==> src/rtl/drone_plant.sv <==
// drone_plant: two-floor delivery drone plant model.
// Position FSM (DOCK5/UP/DOCK6/DOWN) with a travel counter, a one-entry
// package buffer, latched call buttons, a delivery counter and a sticky
// protocol fault flag.
// Ports:
//   clk, rst_n         clock, synchronous active-low reset
//   Motor[1:0]         [0] ascend toward floor 6, [1] descend toward floor 5
//   Drop[1:0]          [0] release at floor 5, [1] release at floor 6
//   call_req[1:0]      call button pulses, [0] floor 5, [1] floor 6
//   pkg_valid/pkg_dest package offer and its destination (0 = floor 5)
//   pkg_ready          package buffer empty
//   Floor[1:0]         docked indication, [0] floor 5, [1] floor 6
//   FS[1:0]            docked at floor i holding a package for floor i
//   Call[1:0]          latched pending calls
//   err                sticky protocol fault
//   deliv_cnt[7:0]     completed deliveries (wraps)
module drone_plant #(
  parameter int unsigned TRAVEL = 8,
  parameter int unsigned CNT_W  = 4
) (
  input  logic       clk,
  input  logic       rst_n,
  input  logic [1:0] Motor,
  input  logic [1:0] Drop,
  input  logic [1:0] call_req,
  input  logic       pkg_valid,
  input  logic       pkg_dest,
  output logic       pkg_ready,
  output logic [1:0] Floor,
  output logic [1:0] FS,
  output logic [1:0] Call,
  output logic       err,
  output logic [7:0] deliv_cnt
);

  localparam logic [CNT_W-1:0] CNT_TOP = CNT_W'(TRAVEL - 1);

  typedef enum logic [1:0] {DOCK5, UP, DOCK6, DOWN} state_t;

  state_t           state_q, state_d;
  logic [CNT_W-1:0] cnt_q, cnt_d;
  logic             full_q, full_d;
  logic             dest_q, dest_d;
  logic [1:0]       fs_q, fs_d;
  logic [1:0]       call_q, call_d;
  logic             err_q, err_d;
  logic [7:0]       deliv_q, deliv_d;
  logic [1:0]       floor_q, floor_d;
  logic             ready_q, ready_d;

  logic [1:0] docked;
  logic [1:0] drop_ok;
  logic [1:0] drop_bad;
  logic       accept;

  // Next-state and output logic
  always_comb begin
    state_d  = state_q;
    cnt_d    = cnt_q;
    full_d   = full_q;
    dest_d   = dest_q;
    fs_d     = 2'b00;
    call_d   = call_q;
    err_d    = err_q;
    deliv_d  = deliv_q;
    floor_d  = 2'b00;
    ready_d  = ready_q;
    docked   = {state_q == DOCK6, state_q == DOCK5};
    drop_ok  = Drop & fs_q;
    drop_bad = Drop & ~fs_q;
    accept   = pkg_valid & ~full_q;

    unique case (state_q)
      DOCK5: if (Motor == 2'b01) begin
        state_d = UP;
        cnt_d   = CNT_TOP;
      end
      DOCK6: if (Motor == 2'b10) begin
        state_d = DOWN;
        cnt_d   = CNT_TOP;
      end
      UP: begin
        case (Motor)
          2'b01: begin
            if (cnt_q == '0) state_d = DOCK6;
            else             cnt_d   = cnt_q - CNT_W'(1);
          end
          2'b10: begin
            // Reversal: remaining distance becomes distance already covered
            state_d = DOWN;
            cnt_d   = CNT_TOP - cnt_q;
          end
          default: ;
        endcase
      end
      DOWN: begin
        case (Motor)
          2'b10: begin
            if (cnt_q == '0) state_d = DOCK5;
            else             cnt_d   = cnt_q - CNT_W'(1);
          end
          2'b01: begin
            state_d = UP;
            cnt_d   = CNT_TOP - cnt_q;
          end
          default: ;
        endcase
      end
      default: ;
    endcase

    if (accept) begin
      full_d = 1'b1;
      dest_d = pkg_dest;
    end else if (|drop_ok) begin
      full_d = 1'b0;
    end

    // FS drops together with the delivery so a second Drop cannot count twice
    fs_d = {full_q & dest_q & docked[1], full_q & ~dest_q & docked[0]} & ~drop_ok;

    call_d = call_req | (call_q & ~drop_ok);
    err_d  = err_q | (Motor == 2'b11) | (|drop_bad);
    if (|drop_ok) deliv_d = deliv_q + 8'd1;

    case (state_d)
      DOCK5:   floor_d = 2'b01;
      DOCK6:   floor_d = 2'b10;
      default: floor_d = 2'b00;
    endcase
    ready_d = ~full_d;
  end

  // State register
  always_ff @(posedge clk) begin
    if (!rst_n) begin
      state_q <= DOCK5;
      cnt_q   <= '0;
      full_q  <= 1'b0;
      dest_q  <= 1'b0;
      fs_q    <= 2'b00;
      call_q  <= 2'b00;
      err_q   <= 1'b0;
      deliv_q <= 8'd0;
      floor_q <= 2'b01;
      ready_q <= 1'b1;
    end else begin
      state_q <= state_d;
      cnt_q   <= cnt_d;
      full_q  <= full_d;
      dest_q  <= dest_d;
      fs_q    <= fs_d;
      call_q  <= call_d;
      err_q   <= err_d;
      deliv_q <= deliv_d;
      floor_q <= floor_d;
      ready_q <= ready_d;
    end
  end

  assign pkg_ready = ready_q;
  assign Floor     = floor_q;
  assign FS        = fs_q;
  assign Call      = call_q;
  assign err       = err_q;
  assign deliv_cnt = deliv_q;

endmodule
==> config.mk <==
export PLATFORM = sky130hd
export DESIGN_NAME = drone_plant
export DESIGN_NICKNAME = d
export VERILOG_FILES = /design/src/rtl/drone_plant.sv
export SDC_FILE = /design/constraint.sdc
export NUM_CORES = 1
export LEC_CHECK = 0
export CORE_MARGIN = 10
export CORE_UTILIZATION = 40
export CTS_CLUSTER_DIAMETER = 40
export DETAILED_ROUTE_END_ITERATION = 8
export HOLD_SLACK_MARGIN = 0.15
export PLACE_DENSITY = 0.71
export SLEW_MARGIN = 20
export SYNTH_ARGS = -nofsm -noshare
export SYNTH_HDL_FRONTEND = slang
export SYNTH_SLANG_ARGS = --single-unit
==> constraint.sdc <==
create_clock -name clk -period 2.3 [get_ports clk]
set_input_delay 0.345 -clock clk [delete_from_list [all_inputs] [get_ports clk]]
set_output_delay 0.345 -clock clk [all_outputs]
set_load 0.02 [all_outputs]
==> results of run 1 <==
[worst reg2reg max path, cell delays in order (launching register included)]
cell and delay [ps]:
sky130_fd_sc_hd__dfxtp_1 350, sky130_fd_sc_hd__inv_1 90, sky130_fd_sc_hd__ha_1 200, sky130_fd_sc_hd__nor3b_1 650, sky130_fd_sc_hd__a211oi_1 210, sky130_fd_sc_hd__nor4_1 320
[cell type report]
class | instances | area (µm²)
flip-flops and latches | 24 | 480.5
multi-input cells | 98 | 668.1
repair buffers | 34 | 317.8
fillers | 264 | 1245
clock buffers | 4 | 36.28
well taps | 31 | 38.79
inverters | 5 | 18.77
[logic make-up (layout without fill, tap and decap cells)]
group                      count (synthesis)  after routing  share of synthesized area
xor gates and xnor gates                   6              6                    0.04366
and+or+nand+nor                           50             50                     0.2287
AOI/OAI and AO/OA                         32             32                     0.1850
muxes                                      5              5                    0.04574
adders and majority gates                  5              5                    0.05198
DFF                                       24             24                     0.3992
buffers and inverters                     12             43                    0.04574
[power by group]
| group | total, mW | internal (mW) | leakage [nW] | switching [mW] |
|---|---|---|---|---|
| clock network | 0.222 | 0.0966 | 0.0210 | 0.125 |
| registers | 0.448 | 0.435 | 0.196 | 0.0137 |
| logic | 0.169 | 0.0820 | 0.393 | 0.0868 |
| total | 0.839 | 0.613 | 0.610 | 0.226 |
[flip-flops by register name, indices dropped and copies added, names as in the netlist]
signal and count:
Floor 2, state_q 2, pkg_ready 1, FS 2, dest_q 1, deliv_cnt 8, err 1, full_q 1
Call 2, cnt_q 4
[synth_stat cells (all sizes together)]
master and count:
nor2 5, o21a 1, xor2 2, nand4 2
nand2b 1, o41ai 1, o31ai 1, o211a 1
inv 5, o21ai 5, a211oi 2, nor2b 7
buf 3, clkbuf 4, mux2 1, o32a 1
ha 5, xnor2 4, a21boi 2, and2 6
a22o 1, nor3 4, o32ai 1, nand2 12
a311oi 1, a22oi 2, dfxtp 24, mux2i 4
nor4bb 1, o41a 1, o31a 1, and3 1
nand3b 1, or3 1, o211ai 2, a21o 1
a21oi 8, or3b 1, nor4 1, nand3 4
nor3b 2, or4 1
[placed cells by master (no fill, tap or decap), types with 2 or more instances in the layout]
master / instances
sky130_fd_sc_hd__a211oi_1: 2
sky130_fd_sc_hd__a21oi_1: 8
sky130_fd_sc_hd__a22oi_1: 2
sky130_fd_sc_hd__and2_1: 6
sky130_fd_sc_hd__buf_4: 9
sky130_fd_sc_hd__clkbuf_4: 3
sky130_fd_sc_hd__clkdlybuf4s50_1: 25
sky130_fd_sc_hd__dfxtp_1: 24
sky130_fd_sc_hd__ha_1: 5
sky130_fd_sc_hd__inv_1: 5
sky130_fd_sc_hd__mux2i_1: 4
sky130_fd_sc_hd__nand2_1: 12
sky130_fd_sc_hd__nand3_1: 4
sky130_fd_sc_hd__nand4_1: 2
sky130_fd_sc_hd__nor2_1: 5
sky130_fd_sc_hd__nor2b_1: 7
sky130_fd_sc_hd__nor3_1: 4
sky130_fd_sc_hd__nor3b_1: 2
sky130_fd_sc_hd__o211ai_1: 2
sky130_fd_sc_hd__o21ai_0: 3
sky130_fd_sc_hd__o21ai_1: 2
sky130_fd_sc_hd__xnor2_1: 4
sky130_fd_sc_hd__xor2_1: 2
[final timing paths]
kind	startpoint	to	slack, ps	depth (start not counted)
setup / recovery	Motor[0]	cnt_q[3]	290	7
setup reg to reg	cnt_q[0]	Floor[1]	400	5
hold reg to reg	dest_q	FS[1]	490	2
hold / removal	dest_q	FS[1]	490	2
[routing by layer]
| layer | track usage | wire length [µm] | vias up |
|---|---|---|---|
| met5 | 0 | 0 | - |
| met4 | 0.03782 | 34 | 0 |
| met3 | 0.02365 | 195 | 2 |
| met2 | 0.1686 | 1382 | 33 |
| met1 | 0.1177 | 1163 | 493 |
| li1 | - | - | 545 |
[metrics by stage]
stage	setup WS [ps]	cell area (µm²)	TNS, ps
6_report	294.3	1560	0
5_1_grt	206.8	1560	0
4_1_cts	305.3	1560	0
3_5_place_dp	-24.62	1524	-24.62
3_3_place_gp	16.70	1524	0
2_1_floorplan	435.1	1204	0
==> impl_metrics.prom, run 1 <==
# TYPE chip_impl_metric gauge
chip_impl_info{name="run_status",value="complete, no violations"} 1
chip_impl_metric{name="port_buffers",unit=""} 25
chip_impl_metric{name="cts_inserted_buffers",unit=""} 3
chip_impl_metric{name="worst-endpoint-required",unit="ps"} 2520
chip_impl_metric{name="post-cts-setup-buffer-count",unit=""} 0
chip_impl_metric{name="post-route-min-period",unit="ps"} 2006
chip_impl_info{name="setup.worst_path.end_class",value="register"} 1
chip_impl_metric{name="yosys_register_bits",unit=""} 24
chip_impl_metric{name="post-synth-top-area-fraction",unit=""} 0.3992
chip_impl_metric{name="drt_pre_antenna_iters",unit=""} 4
chip_impl_metric{name="grt_overflow",unit=""} 0
chip_impl_metric{name="critPathArrivalTime",unit="ps"} 2220
chip_impl_info{name="crit_family",value="buffers and inverters"} 1
chip_impl_metric{name="max_slew_margin",unit=""} 0.4970
chip_impl_info{name="rsz0062_at_grt",value="false"} 1
chip_impl_metric{name="diodes",unit=""} 0
chip_impl_metric{name="floorplan.initialDensity",unit=""} 0.4291
chip_impl_metric{name="groute.usage.overall",unit=""} 0.09919
chip_impl_metric{name="vias_per_cell",unit=""} 5.474
chip_impl_metric{name="ctsLongestPathBuffers",unit=""} 2
chip_impl_info{name="critical-path-slowest-cell",value="sky130_fd_sc_hd__clkdlybuf4s50_1"} 1
chip_impl_metric{name="netlist_area",unit="µm²"} 1204
chip_impl_metric{name="placedCellCount",unit=""} 192
chip_impl_info{name="synth_largest_area_cell",value="sky130_fd_sc_hd__dfxtp_1"} 1
chip_impl_info{name="cts-root-buf",value="sky130_fd_sc_hd__clkbuf_4"} 1
chip_impl_metric{name="synth_warnings",unit=""} 0
chip_impl_metric{name="grt_first_pass_wirelength",unit="µm"} 4533
chip_impl_metric{name="max-cap-violations",unit=""} 0
chip_impl_metric{name="dr_total_vias",unit=""} 1073
chip_impl_metric{name="antenna_violating_nets_post_route",unit=""} 0
chip_impl_metric{name="power.total",unit="µW"} 839.2
chip_impl_metric{name="whs",unit="ps"} 485.5
chip_impl_metric{name="avgRoutedWirePerCell",unit="µm"} 14.16
chip_impl_metric{name="drive_above_1_share",unit=""} 0.09091
chip_impl_metric{name="dieWidth",unit="µm"} 74.86
chip_impl_metric{name="core_area",unit="µm²"} 2805
chip_impl_metric{name="synthesis.nets",unit=""} 149
chip_impl_metric{name="finish.cell_count_without_fillers",unit=""} 196
chip_impl_metric{name="drv_slew",unit=""} 0
chip_impl_metric{name="post_synth_inst_count",unit=""} 134
chip_impl_info{name="biggest_area_contributors_in_the_synthesized_netlist",value="sky130_fd_sc_hd__dfxtp_1 (40%), sky130_fd_sc_hd__ha_1 (5.2%), sky130_fd_sc_hd__nand2_1 (3.7%)"} 1
chip_impl_metric{name="vdd.ir_drop.worst",unit="V"} 0.0003213
chip_impl_metric{name="die-height",unit="µm"} 74.86
chip_impl_metric{name="final_routed_wirelength_across_all_metal_layers",unit="µm"} 2775
chip_impl_metric{name="final_core_util",unit=""} 0.5562
chip_impl_metric{name="clk_pin_slew_worst_paths",unit="ps"} 130
chip_impl_metric{name="via_count_of_the_first_global_routing_pass",unit=""} 988
chip_impl_metric{name="ys_seq_area_frac",unit=""} 0.3992
chip_impl_metric{name="io_pins",unit=""} 26
chip_impl_metric{name="setup-violations-final",unit=""} 0
chip_impl_info{name="worstSetupStartpointType",value="input port"} 1
chip_impl_metric{name="postCtsResizedCells",unit=""} 0
chip_impl_metric{name="finalCritPeriodShare",unit=""} 0.8720
chip_impl_info{name="criticalPathCategory",value="input port to register"} 1
chip_impl_metric{name="worst_clock_skew",unit="ps"} 4.601
chip_impl_metric{name="synth_cell_types",unit=""} 45
chip_impl_metric{name="holdBufCountCts",unit=""} 0
chip_impl_metric{name="die_area",unit="µm²"} 5603
chip_impl_metric{name="power.leakage",unit="nW"} 0.6100
chip_impl_metric{name="pwr_density_cell",unit="nW/µm²"} 537.8
chip_impl_metric{name="pin_count_of_the_biggest_net_entering_global_routing",unit=""} 14
chip_impl_metric{name="max_fclk",unit="MHz"} 498.6
chip_impl_metric{name="cts_num_sinks",unit=""} 24
chip_impl_info{name="tritoncts",value="yes"} 1
chip_impl_metric{name="area_growth",unit="%"} 29.63
chip_impl_metric{name="worst_skew_pair.late_latency",unit="ps"} 310
chip_impl_metric{name="crit_fanout",unit=""} 3
chip_impl_metric{name="final_net_count",unit=""} 181
chip_impl_metric{name="timing.final.hold_violations",unit=""} 0
chip_impl_metric{name="critical_path.n_buffers_inverters",unit=""} 2
chip_impl_metric{name="critical_path.max_stage_delay",unit="ps"} 510
chip_impl_metric{name="antenna_found_initial",unit=""} 0
chip_impl_info{name="hp-class",value="register to register"} 1
chip_impl_metric{name="dp_hpwl",unit="µm"} 2217
chip_impl_metric{name="htreeDepth",unit=""} 1
chip_impl_metric{name="detail_route.drc_violations",unit=""} 0
chip_impl_metric{name="first_iter_violations",unit=""} 95
chip_impl_metric{name="slew_at_the_pin_closest_to_its_max_slew_limit",unit="ps"} 752.8
chip_impl_metric{name="synthesis.area_per_instance",unit="µm²"} 8.982
chip_impl_metric{name="cell_row_count",unit=""} 19
chip_impl_metric{name="place_congestion",unit=""} 0.8892
chip_impl_info{name="cp_cell_sequence",value="clkdlybuf4s50_1 -> inv_1 -> ha_1 -> mux2_4 -> or4_4 -> o211a_1 -> o21a_1"} 1
(Power assumes the default switching activity.)
==> inputs of run 2 (changes only) <==
Settings changed: TNS_END_PERCENT set to 20.
==> results of run 2 <==
The final DEF is identical to that of run 1; final timing and power are the same.
